## config.mk

```make
export PLATFORM = sky130hd
export DESIGN_NAME = fme_mv_cost_sel_flat
export DESIGN_NICKNAME = d
export VERILOG_FILES = /design/src/rtl/fme_mv_cost_sel_if.sv /design/src/rtl/fme_mv_cost_sel.sv /design/src/flat_wrapper.sv
export SDC_FILE = /design/constraint.sdc
export NUM_CORES = 1
export LEC_CHECK = 0
export ABC_CLOCK_PERIOD_IN_PS = 5400
export BUFFER_PORTS_ARGS = -buffer_cell sky130_fd_sc_hd__clkbuf_2
export CORE_MARGIN = 8
export CORE_UTILIZATION = 40
export DETAILED_ROUTE_END_ITERATION = 10
export GPL_ROUTABILITY_DRIVEN = 0
export PLACE_DENSITY_LB_ADDON = 0.08
export SKIP_CTS_REPAIR_TIMING = 1
export SYNTH_ARGS = -nofsm -noshare
export SYNTH_HDL_FRONTEND = slang
export SYNTH_SLANG_ARGS = --single-unit
```

## constraint.sdc

```tcl
create_clock -name clk -period 5.4 [get_ports clk]
set_clock_uncertainty 0.1 [all_clocks]
set_input_delay 0.27 -clock clk [delete_from_list [all_inputs] [get_ports clk]]
set_output_delay 0.27 -clock clk [all_outputs]
set_load 0.005 [all_outputs]
```

## src/rtl/fme_mv_cost_sel_if.sv

```systemverilog
// Candidate/result bus of the FME MV cost selector. The driver side uses
// the master modport; fme_mv_cost_sel uses the slave modport.
interface fme_mv_cost_sel_if #(
   parameter int MV_WIDTH   = 12,
   parameter int SATD_WIDTH = 16,
   parameter int IDX_WIDTH  = 6
);
   logic                         start_i;
   logic signed [MV_WIDTH-1:0]   mvp_x_i;
   logic signed [MV_WIDTH-1:0]   mvp_y_i;
   logic [6:0]                   lambda_i;
   logic                         cand_val_i;
   logic signed [MV_WIDTH-1:0]   cand_mv_x_i;
   logic signed [MV_WIDTH-1:0]   cand_mv_y_i;
   logic [SATD_WIDTH-1:0]        cand_satd_i;
   logic                         cand_last_i;
   logic                         busy_o;
   logic                         done_o;
   logic signed [MV_WIDTH-1:0]   best_mv_x_o;
   logic signed [MV_WIDTH-1:0]   best_mv_y_o;
   logic [SATD_WIDTH+1:0]        best_cost_o;
   logic [IDX_WIDTH-1:0]         best_idx_o;

   modport master (
      output start_i, mvp_x_i, mvp_y_i, lambda_i,
      output cand_val_i, cand_mv_x_i, cand_mv_y_i, cand_satd_i, cand_last_i,
      input  busy_o, done_o, best_mv_x_o, best_mv_y_o, best_cost_o, best_idx_o
   );

   modport slave (
      input  start_i, mvp_x_i, mvp_y_i, lambda_i,
      input  cand_val_i, cand_mv_x_i, cand_mv_y_i, cand_satd_i, cand_last_i,
      output busy_o, done_o, best_mv_x_o, best_mv_y_o, best_cost_o, best_idx_o
   );
endinterface

```

## src/rtl/fme_mv_cost_sel.sv

```systemverilog
// Fractional-MV rate-distortion cost and running-best selection per PU.
// Build option FME_MVD_SAT_EN: saturate MVD magnitudes above 2047 instead of truncating.
module fme_mv_cost_sel #(
   parameter int MV_WIDTH   = 12,
   parameter int SATD_WIDTH = 16,
   parameter int IDX_WIDTH  = 6
) (
   input  logic               clk,
   input  logic               rstn,
   fme_mv_cost_sel_if.slave   bus
);
   localparam int MVD_W  = MV_WIDTH + 1;
   localparam int COST_W = SATD_WIDTH + 2;

   typedef enum logic [1:0] {
      ST_IDLE = 2'd0,
      ST_RUN  = 2'd1,
      ST_DONE = 2'd2
   } state_t;

   // Magnitude of (a - b) evaluated in MV_WIDTH+1 bits, limited to 11 bits.
   function automatic logic [10:0] mvd_mag(input logic [MV_WIDTH-1:0] a,
                                          input logic [MV_WIDTH-1:0] b);
      logic [MVD_W-1:0] d;
      logic [MVD_W-1:0] mag;
      d   = {a[MV_WIDTH-1], a} - {b[MV_WIDTH-1], b};
      mag = d[MVD_W-1] ? (~d + MVD_W'(1)) : d;
`ifdef FME_MVD_SAT_EN
      mvd_mag = (|mag[MVD_W-1:11]) ? 11'd2047 : mag[10:0];
`else
      mvd_mag = mag[10:0];
`endif
   endfunction

   // Exp-Golomb bit count of w = 2*m: 2k+1 with k = MSB index of w, 31 when k = 11.
   function automatic logic [4:0] eg_bits(input logic [10:0] m);
      logic [3:0] k;
      k = 4'd0;
      for (int i = 0; i < 11; i++) begin
         k = m[i] ? 4'(i + 1) : k;
      end
      eg_bits = (k == 4'd11) ? 5'd31 : {k, 1'b1};
   endfunction

   state_t                     state_q, state_d;
   logic                       busy_q, busy_d;
   logic                       done_q, done_d;

   logic signed [MV_WIDTH-1:0] mvp_x_q, mvp_y_q;
   logic [6:0]                 lambda_q;
   logic [IDX_WIDTH-1:0]       cnt_q;
   logic                       last_seen_q;

   logic                       s0_vld_q, s0_last_q;
   logic signed [MV_WIDTH-1:0] s0_mv_x_q, s0_mv_y_q;
   logic [SATD_WIDTH-1:0]      s0_satd_q;
   logic [IDX_WIDTH-1:0]       s0_idx_q;

   logic                       s1_vld_q, s1_last_q;
   logic [10:0]                s1_mag_x_q, s1_mag_y_q;
   logic signed [MV_WIDTH-1:0] s1_mv_x_q, s1_mv_y_q;
   logic [SATD_WIDTH-1:0]      s1_satd_q;
   logic [IDX_WIDTH-1:0]       s1_idx_q;

   logic                       s2_vld_q, s2_last_q;
   logic [COST_W-1:0]          s2_cost_q;
   logic signed [MV_WIDTH-1:0] s2_mv_x_q, s2_mv_y_q;
   logic [IDX_WIDTH-1:0]       s2_idx_q;

   logic                       best_vld_q;
   logic signed [MV_WIDTH-1:0] best_mv_x_q, best_mv_y_q;
   logic [COST_W-1:0]          best_cost_q;
   logic [IDX_WIDTH-1:0]       best_idx_q;

   logic                       acc_s;
   logic                       upd_s;
   logic [5:0]                 bits_sum_s;
   logic [12:0]                rate_s;
   logic [COST_W-1:0]          cost_d;

   // A restart drops any candidate presented in the same cycle.
   assign acc_s = (state_q == ST_RUN) && bus.cand_val_i && !bus.start_i && !last_seen_q;

   assign bits_sum_s = {1'b0, eg_bits(s1_mag_x_q)} + {1'b0, eg_bits(s1_mag_y_q)};
   assign rate_s     = {6'd0, lambda_q} * {7'd0, bits_sum_s};
   assign cost_d     = {2'b00, s1_satd_q} + {{(COST_W-13){1'b0}}, rate_s};

   // Strict less-than keeps the earlier candidate on a tie.
   assign upd_s = s2_vld_q && (!best_vld_q || (s2_cost_q < best_cost_q));

   // Next-state and registered-output decode.
   always_comb begin
      state_d = state_q;
      case (state_q)
         ST_IDLE: begin
            if (bus.start_i) state_d = ST_RUN;
            else             state_d = ST_IDLE;
         end
         ST_RUN: begin
            if (bus.start_i)                 state_d = ST_RUN;
            else if (s2_vld_q && s2_last_q)  state_d = ST_DONE;
            else                             state_d = ST_RUN;
         end
         ST_DONE: begin
            if (bus.start_i) state_d = ST_RUN;
            else             state_d = ST_IDLE;
         end
         default: state_d = ST_IDLE;
      endcase
      busy_d = (state_d == ST_RUN);
      done_d = (state_d == ST_DONE);
   end

   // State register.
   always_ff @(posedge clk) begin
      if (!rstn) begin
         state_q <= ST_IDLE;
         busy_q  <= 1'b0;
         done_q  <= 1'b0;
      end else begin
         state_q <= state_d;
         busy_q  <= busy_d;
         done_q  <= done_d;
      end
   end

   // PU context and input capture stage.
   always_ff @(posedge clk) begin
      if (!rstn) begin
         mvp_x_q     <= '0;
         mvp_y_q     <= '0;
         lambda_q    <= 7'd0;
         cnt_q       <= '0;
         last_seen_q <= 1'b0;
         s0_vld_q    <= 1'b0;
         s0_last_q   <= 1'b0;
         s0_mv_x_q   <= '0;
         s0_mv_y_q   <= '0;
         s0_satd_q   <= '0;
         s0_idx_q    <= '0;
      end else if (bus.start_i) begin
         mvp_x_q     <= bus.mvp_x_i;
         mvp_y_q     <= bus.mvp_y_i;
         lambda_q    <= bus.lambda_i;
         cnt_q       <= '0;
         last_seen_q <= 1'b0;
         s0_vld_q    <= 1'b0;
      end else begin
         s0_vld_q <= acc_s;
         if (acc_s) begin
            cnt_q       <= cnt_q + IDX_WIDTH'(1);
            last_seen_q <= bus.cand_last_i;
            s0_last_q   <= bus.cand_last_i;
            s0_mv_x_q   <= bus.cand_mv_x_i;
            s0_mv_y_q   <= bus.cand_mv_y_i;
            s0_satd_q   <= bus.cand_satd_i;
            s0_idx_q    <= cnt_q;
         end
      end
   end

   // MVD magnitude stage and cost stage.
   always_ff @(posedge clk) begin
      if (!rstn) begin
         s1_vld_q   <= 1'b0;
         s1_last_q  <= 1'b0;
         s1_mag_x_q <= 11'd0;
         s1_mag_y_q <= 11'd0;
         s1_mv_x_q  <= '0;
         s1_mv_y_q  <= '0;
         s1_satd_q  <= '0;
         s1_idx_q   <= '0;
         s2_vld_q   <= 1'b0;
         s2_last_q  <= 1'b0;
         s2_cost_q  <= '0;
         s2_mv_x_q  <= '0;
         s2_mv_y_q  <= '0;
         s2_idx_q   <= '0;
      end else if (bus.start_i) begin
         s1_vld_q <= 1'b0;
         s2_vld_q <= 1'b0;
      end else begin
         s1_vld_q   <= s0_vld_q;
         s1_last_q  <= s0_last_q;
         s1_mag_x_q <= mvd_mag(s0_mv_x_q, mvp_x_q);
         s1_mag_y_q <= mvd_mag(s0_mv_y_q, mvp_y_q);
         s1_mv_x_q  <= s0_mv_x_q;
         s1_mv_y_q  <= s0_mv_y_q;
         s1_satd_q  <= s0_satd_q;
         s1_idx_q   <= s0_idx_q;
         s2_vld_q   <= s1_vld_q;
         s2_last_q  <= s1_last_q;
         s2_cost_q  <= cost_d;
         s2_mv_x_q  <= s1_mv_x_q;
         s2_mv_y_q  <= s1_mv_y_q;
         s2_idx_q   <= s1_idx_q;
      end
   end

   // Running best; cleared to the idle values by reset and by every start.
   always_ff @(posedge clk) begin
      if (!rstn || bus.start_i) begin
         best_vld_q  <= 1'b0;
         best_mv_x_q <= '0;
         best_mv_y_q <= '0;
         best_cost_q <= '1;
         best_idx_q  <= '0;
      end else if (upd_s) begin
         best_vld_q  <= 1'b1;
         best_mv_x_q <= s2_mv_x_q;
         best_mv_y_q <= s2_mv_y_q;
         best_cost_q <= s2_cost_q;
         best_idx_q  <= s2_idx_q;
      end
   end

   assign bus.busy_o      = busy_q;
   assign bus.done_o      = done_q;
   assign bus.best_mv_x_o = best_mv_x_q;
   assign bus.best_mv_y_o = best_mv_y_q;
   assign bus.best_cost_o = best_cost_q;
   assign bus.best_idx_o  = best_idx_q;
endmodule

```

## src/flat_wrapper.sv

```systemverilog
// flat-port wrapper written by rule: the top's interface ports become plain ports
module fme_mv_cost_sel_flat 
#(
   parameter int MV_WIDTH   = 12,
   parameter int SATD_WIDTH = 16,
   parameter int IDX_WIDTH  = 6
)
  (clk, rstn, bus_start_i, bus_mvp_x_i, bus_mvp_y_i, bus_lambda_i, bus_cand_val_i, bus_cand_mv_x_i, bus_cand_mv_y_i, bus_cand_satd_i, bus_cand_last_i, bus_busy_o, bus_done_o, bus_best_mv_x_o, bus_best_mv_y_o, bus_best_cost_o, bus_best_idx_o);
  fme_mv_cost_sel_if #(.MV_WIDTH(MV_WIDTH), .SATD_WIDTH(SATD_WIDTH), .IDX_WIDTH(IDX_WIDTH)) bus_i ();
  input  logic clk;
  input  logic rstn;
  input wire logic [$bits(bus_i.start_i)-1:0] bus_start_i;
  input wire logic [$bits(bus_i.mvp_x_i)-1:0] bus_mvp_x_i;
  input wire logic [$bits(bus_i.mvp_y_i)-1:0] bus_mvp_y_i;
  input wire logic [$bits(bus_i.lambda_i)-1:0] bus_lambda_i;
  input wire logic [$bits(bus_i.cand_val_i)-1:0] bus_cand_val_i;
  input wire logic [$bits(bus_i.cand_mv_x_i)-1:0] bus_cand_mv_x_i;
  input wire logic [$bits(bus_i.cand_mv_y_i)-1:0] bus_cand_mv_y_i;
  input wire logic [$bits(bus_i.cand_satd_i)-1:0] bus_cand_satd_i;
  input wire logic [$bits(bus_i.cand_last_i)-1:0] bus_cand_last_i;
  output wire logic [$bits(bus_i.busy_o)-1:0] bus_busy_o;
  output wire logic [$bits(bus_i.done_o)-1:0] bus_done_o;
  output wire logic [$bits(bus_i.best_mv_x_o)-1:0] bus_best_mv_x_o;
  output wire logic [$bits(bus_i.best_mv_y_o)-1:0] bus_best_mv_y_o;
  output wire logic [$bits(bus_i.best_cost_o)-1:0] bus_best_cost_o;
  output wire logic [$bits(bus_i.best_idx_o)-1:0] bus_best_idx_o;
  assign bus_i.start_i = bus_start_i;
  assign bus_i.mvp_x_i = bus_mvp_x_i;
  assign bus_i.mvp_y_i = bus_mvp_y_i;
  assign bus_i.lambda_i = bus_lambda_i;
  assign bus_i.cand_val_i = bus_cand_val_i;
  assign bus_i.cand_mv_x_i = bus_cand_mv_x_i;
  assign bus_i.cand_mv_y_i = bus_cand_mv_y_i;
  assign bus_i.cand_satd_i = bus_cand_satd_i;
  assign bus_i.cand_last_i = bus_cand_last_i;
  assign bus_busy_o = bus_i.busy_o;
  assign bus_done_o = bus_i.done_o;
  assign bus_best_mv_x_o = bus_i.best_mv_x_o;
  assign bus_best_mv_y_o = bus_i.best_mv_y_o;
  assign bus_best_cost_o = bus_i.best_cost_o;
  assign bus_best_idx_o = bus_i.best_idx_o;
  fme_mv_cost_sel #(.MV_WIDTH(MV_WIDTH), .SATD_WIDTH(SATD_WIDTH), .IDX_WIDTH(IDX_WIDTH)) u_core (.clk(clk), .rstn(rstn), .bus(bus_i));
endmodule
```

### Word-level counts from Yosys, hierarchy flattened

Cells that the tools add are included.

* register bits after elaboration: 259
* bits in latches: 0
* bits in writable memories: 0
* bits in read-only memories: 0
* input bits: 76
* output and inout bits: 50
* word-level logic and storage cells: 97
* memories kept: 0

* add/sub/neg operators: 7
* multipliers: 1
* divide/modulo/power cells: 0
* $lt $le $gt $ge: 1
* eq/ne operators: 6
* shifts and indexed selects: 0
* mux-type cells: 30
* bitwise logic cells: 4
* reduce and logical (&&, ||, !) cells: 15

Operator list (number)
* $mux W4: 20
* $sub A12 B12 Y13: 2
* $add A11 B1 Y11 const B: 2
* $mux W11: 2
* $not A11 Y11: 2
* $lt A18 B18 Y1: 1
* $add A16 B13 Y17: 1
* $mul A7 B6 Y13: 1
* $mux W5: 2
* $eq A4 B4 Y1 const B: 2
* $add A5 B5 Y6: 1
* $add A6 B1 Y6 const B: 1
* $logic_and A1 B1 Y1: 5
* $eq A2 B1 Y1 const B: 2
* $eq A2 B2 Y1 const B: 2
* $logic_not A1 Y1: 4
* $mux W2: 2
* $pmux W2 S2: 1
* $reduce_or A2 Y1: 2
* $mux W1: 3
* $logic_not A2 Y1: 1
* $logic_or A1 B1 Y1: 2
* $not A1 Y1: 2
* $reduce_and A2 Y1: 1

### Depth between registers and ports, before layout

* word-level depth: 16
* gate-level depth with buffers: 31
* mapped depth without buffers: 31

### Worst setup path before layout

OpenSTA, ideal clock, no wires.

* path kind: register to register
* start point: register u_core.s1_mag_y_q[1]
* end point: register u_core.s2_cost_q[14]
* setup time: 0.115 ns
* arrival: 5.656 ns
* slack: -0.471 ns
* cell stages (with the launch flop): 31
* buffers on the path: 0
* clock period less this slack: 5.871 ns
* cell sequence: dfxtp_1 inv_1 a21oi_1 o21bai_1 a21oi_1 nor2_1 nor2_1 nor2_1 nor2_1 ha_1 fa_1 nor2b_1 o21ai_0 nand2b_1 nand2_1 fa_1 fa_1 inv_1 fa_1 inv_1 fa_1 inv_1 ha_1 a21oi_1 o21ai_1 a211oi_1 o31ai_1 o41ai_2 xor2_1 o21ai_0 and2_1

* cells in the longest elaborated chain, start to end: 15

RTL lines
* from (decl): RTL line fme_mv_cost_sel.sv:60 `logic [10:0] s1_mag_x_q, s1_mag_y_q;`
* from (signal assigned): RTL line fme_mv_cost_sel.sv:186 `s1_mag_y_q <= mvd_mag(s0_mv_y_q, mvp_y_q);`
* $mux W4 (*) (10 in series): RTL line fme_mv_cost_sel.sv:40 `k = m[i] ? 4'(i + 1) : k;`
* $eq A4 B4 Y1: RTL line fme_mv_cost_sel.sv:42 `eg_bits = (k == 4'd11) ? 5'd31 : {k, 1'b1};`
* $mux W5 (*): RTL line fme_mv_cost_sel.sv:42
* $add A5 B5 Y6 (*): RTL line fme_mv_cost_sel.sv:84 `assign bits_sum_s = {1'b0, eg_bits(s1_mag_x_q)} + {1'b0, eg_bits(s1_mag_y_q)};`
* $mul A7 B6 Y13 (*): RTL line fme_mv_cost_sel.sv:85 `assign rate_s = {6'd0, lambda_q} * {7'd0, bits_sum_s};`
* $add A16 B13 Y17 (*): RTL line fme_mv_cost_sel.sv:86 `assign cost_d = {2'b00, s1_satd_q} + {{(COST_W-13){1'b0}}, rate_s};`
* to (signal assigned): RTL line fme_mv_cost_sel.sv:193 `s2_cost_q <= cost_d;`
* to (decl): RTL line fme_mv_cost_sel.sv:66 `logic [COST_W-1:0] s2_cost_q;`

Every way passes the cells marked *; elsewhere a longest branch is shown, timed or not.
A chain may end at the register's enable or synchronous reset.

### Worst setup path after layout

Ends and elaborated chain as after synthesis.

==> impl_metrics.tcl <==
set metrics [dict create \
    muxShareOfSynthArea 0.108 \
    clock_path_buffers 3 \
    n_antenna_cell 0 \
    synth_simple_gate_area_frac 0.178 \
    syn-num-nets 1653 \
    drc 0 \
    worstPathArrival_ns 6.09 \
    htree_num_levels 1 \
    cts-root-buf "clkbuf_16" \
    worst_slew_pin_slew_ns 1.08 \
    die_w_um 199 \
    cts_tree "done" \
    leakage_uw 0.00729 \
    path_max_fanout 4 \
    gr-usage-all-layers 0.151 \
    yosys-top-cells-area "dfxtp_1 39%, mux2i_1 11%, ha_1 7.4%, nor2b_1 6.3%, nand2_1 4.6%" \
    cp_num_cells 31 \
    dp_hpwl_um 21700 \
    num_rows 67 \
    slew_headroom 0.274 \
    grt_pass1_wl_um 49600 \
    insertion_delay_ns 0.55 \
    start_util 0.402 \
    cp_top_family "adder cells" \
    reg2regPathDepth 31 \
    clk_pin_slew_ns 0.06 \
    synth_top_family_by_area "simple AND/OR/NAND/NOR gates" \
    setup_tns_ns -1.79 \
    crit_path_end_kind "flip-flop" \
    syn_area_per_cell_um2 9.11 \
    yosysTopAreaCellShare 0.386 \
    synth-seq-cells 258 \
    finalCriticalPeriod_ns 5.74 \
    syn_area_mm2 0.0134 \
    route.antenna.remaining_nets 0 \
    max_cap_viol_count 0 \
    drive_gt1_frac 0.167 \
    dieArea_mm2 0.0396 \
    hold_class "input pin to flip-flop" \
    numCtsBuffers 30 \
    worstHoldPathCells 2 \
    grt_start_max_net_pins 86 \
    fin_ws_ns -0.345 \
    grt_pass1_vias 9742 \
    first_iter_violations 259 \
    finalCritPeriodShare 1.06 \
    rsz0062_at_grt "yes" \
    yosys_warnings 0 \
    crit_path_top_delay_cell "fa_1" \
    async_reset_ff_frac 0 \
    fin_nets 1867 \
    place_area_mm2 0.0147 \
    synthXorXnorAreaFrac 0.0327 \
    final_hold_viol_count 0 \
    syn_inst 1470 \
    vias 10100 \
    cts_num_sinks 258 \
    worstSetupStartpointType "flip-flop" \
    setup_viol 8 \
    timing.hold.ws_ns 0.0732 \
    worstPathBufferInverterCount 6 \
    synth-edff-count 0 \
    io_pins 126 \
    worst_path_largest_cell_delay_ns 0.51 \
    max_freq_ghz 0.174 \
    antenna_found_initial 0 \
    wl_per_cell_um 14.5 \
    drtPass1Iterations 4 \
    vias_per_cell 4.70 \
    required_ns 5.74 \
    core_mm2 0.0333 \
    yosysTopAreaCell "dfxtp_1" \
    status "finished with violations" \
    crit_type "flip-flop to flip-flop" \
    design_area_mm2 0.0167 \
    finalMaxSlewViolations 0 \
    synthAdderAreaFrac 0.116 \
    synth_compound_area_frac 0.122 \
    die_h_um 199 \
    power_density_mw_per_mm2 358 \
    seq_area_frac_synth 0.386 \
    synth_ff_type "dfxtp_1" \
    gr-total-overflow 0 \
    area_delta_synth_final_pct 24.6 \
    violations "setup timing" \
    portBuffers 125 \
    wl_um 31100 \
    ir_drop_uv 264 \
    synth.distinct_cells 71 \
]
## layout by cell type (no fill, tap or decap), types with 5 or more instances in the layout
cell | netlist | layout
mux2i_1 | 145 | 145
o211ai_1 | 20 | 20
nor2b_1 | 135 | 135
o21ai_0 | 42 | 34
inv_1 | 125 | 116
a21oi_2 | 2 | 6
o21ai_1 | 5 | 12
clkbuf_16 | 0 | 31
dlygate4sd3_1 | 0 | 73
clkbuf_1 | 55 | 5
xor2_1 | 25 | 25
nand2_1 | 164 | 160
a21boi_0 | 49 | 48
o21bai_1 | 5 | 5
ha_1 | 79 | 74
nand3_1 | 12 | 12
bufinv_16 | 0 | 6
o211a_1 | 7 | 6
a21o_1 | 14 | 14
nor3_1 | 12 | 10
a21oi_1 | 42 | 37
and2_1 | 31 | 28
dfxtp_2 | 0 | 5
clkbuf_2 | 0 | 123
buf_4 | 1 | 54
o31ai_1 | 7 | 6
fa_1 | 28 | 27
dfxtp_1 | 258 | 253
inv_2 | 0 | 8
nor2_1 | 89 | 86
xnor2_1 | 25 | 23
and3_1 | 5 | 5
nand2b_1 | 12 | 12
clkinv_2 | 0 | 6
## path summary, 6_finish.rpt
| kind | startpoint | slack (ns) | endpoint |
|---|---|---|---|
| worst min register to register | u_core.s0_vld_q$_SDFF_PP0_ | 0.33 | u_core.s1_vld_q$_SDFF_PP0_ |
| worst min-delay path | rstn | 0.07 | u_core.s0_satd_q[15]$_SDFFE_PN0P_ |
| worst max register to register | u_core.s1_mag_y_q[1]$_SDFFE_PN0N_ | -0.34 | u_core.s2_cost_q[14]$_SDFFE_PN0N_ |
| worst max-delay path | u_core.s1_mag_y_q[1]$_SDFFE_PN0N_ | -0.34 | u_core.s2_cost_q[14]$_SDFFE_PN0N_ |
## stage by stage
stage	setup WS, ns	total power (uW)	util	instances
3_3_place_gp	-0.443	3630	0.442	2018
5_1_grt	-0.737	6370	0.502	2153
3_5_place_dp	-0.555	3650	0.442	2018
2_1_floorplan	-0.171	3180	-	1470
6_report	-0.345	5980	0.502	2153
4_1_cts	-0.574	5850	0.474	2071
## final cells by class
class | instances | area (um2)
fillers | 3251 | 16600
multi-input cells | 1018 | 7660
flip-flops and latches | 258 | 5170
repair buffers | 251 | 1770
clock buffers | 39 | 836
well taps | 448 | 561
inverters | 125 | 472
clock inverters | 14 | 226
## sequential cells by signal, indices dropped and copies added, names as in the netlist, 16 cells and up
name                    cells
u_core.bus.best_cost_o     18
u_core.s0_satd_q           16
u_core.s1_satd_q           16
u_core.s2_cost_q           17
## where the power goes
part,leakage [uW],switching (uW),internal (uW)
registers,0.00210,63.7,1980
clock network,0.000522,792,1370
logic,0.00467,896,877
## per-layer routing
layer | vias up | share of wire | track usage
met5 | - | 0 | 0
li1 | 5328 | - | -
met3 | 34 | 0.041 | 0.0289
met2 | 106 | 0.48 | 0.257
met1 | 4647 | 0.47 | 0.197
met4 | 0 | 0.013 | 0.0310
## cells by family after synthesis
kind of cell    Yosys count
compound gates          233
xor+xnor                 50
fa+ha+maj               107
buf+inv                 194
flops                   258
mux                     145
simple gates            483
## Yosys cell counts, types with 14 or more instances
cell type,number
a21o_1,14
nor2b_1,135
fa_1,28
o211ai_1,20
a21oi_1,42
mux2i_1,145
a21boi_0,49
xnor2_1,25
and2_1,31
nor2_1,89
xor2_1,25
ha_1,79
inv_1,125
o21ai_0,42
clkbuf_1,55
nand2_1,164
dfxtp_1,258
No activity file was read; power rests on OpenSTA's default activity.
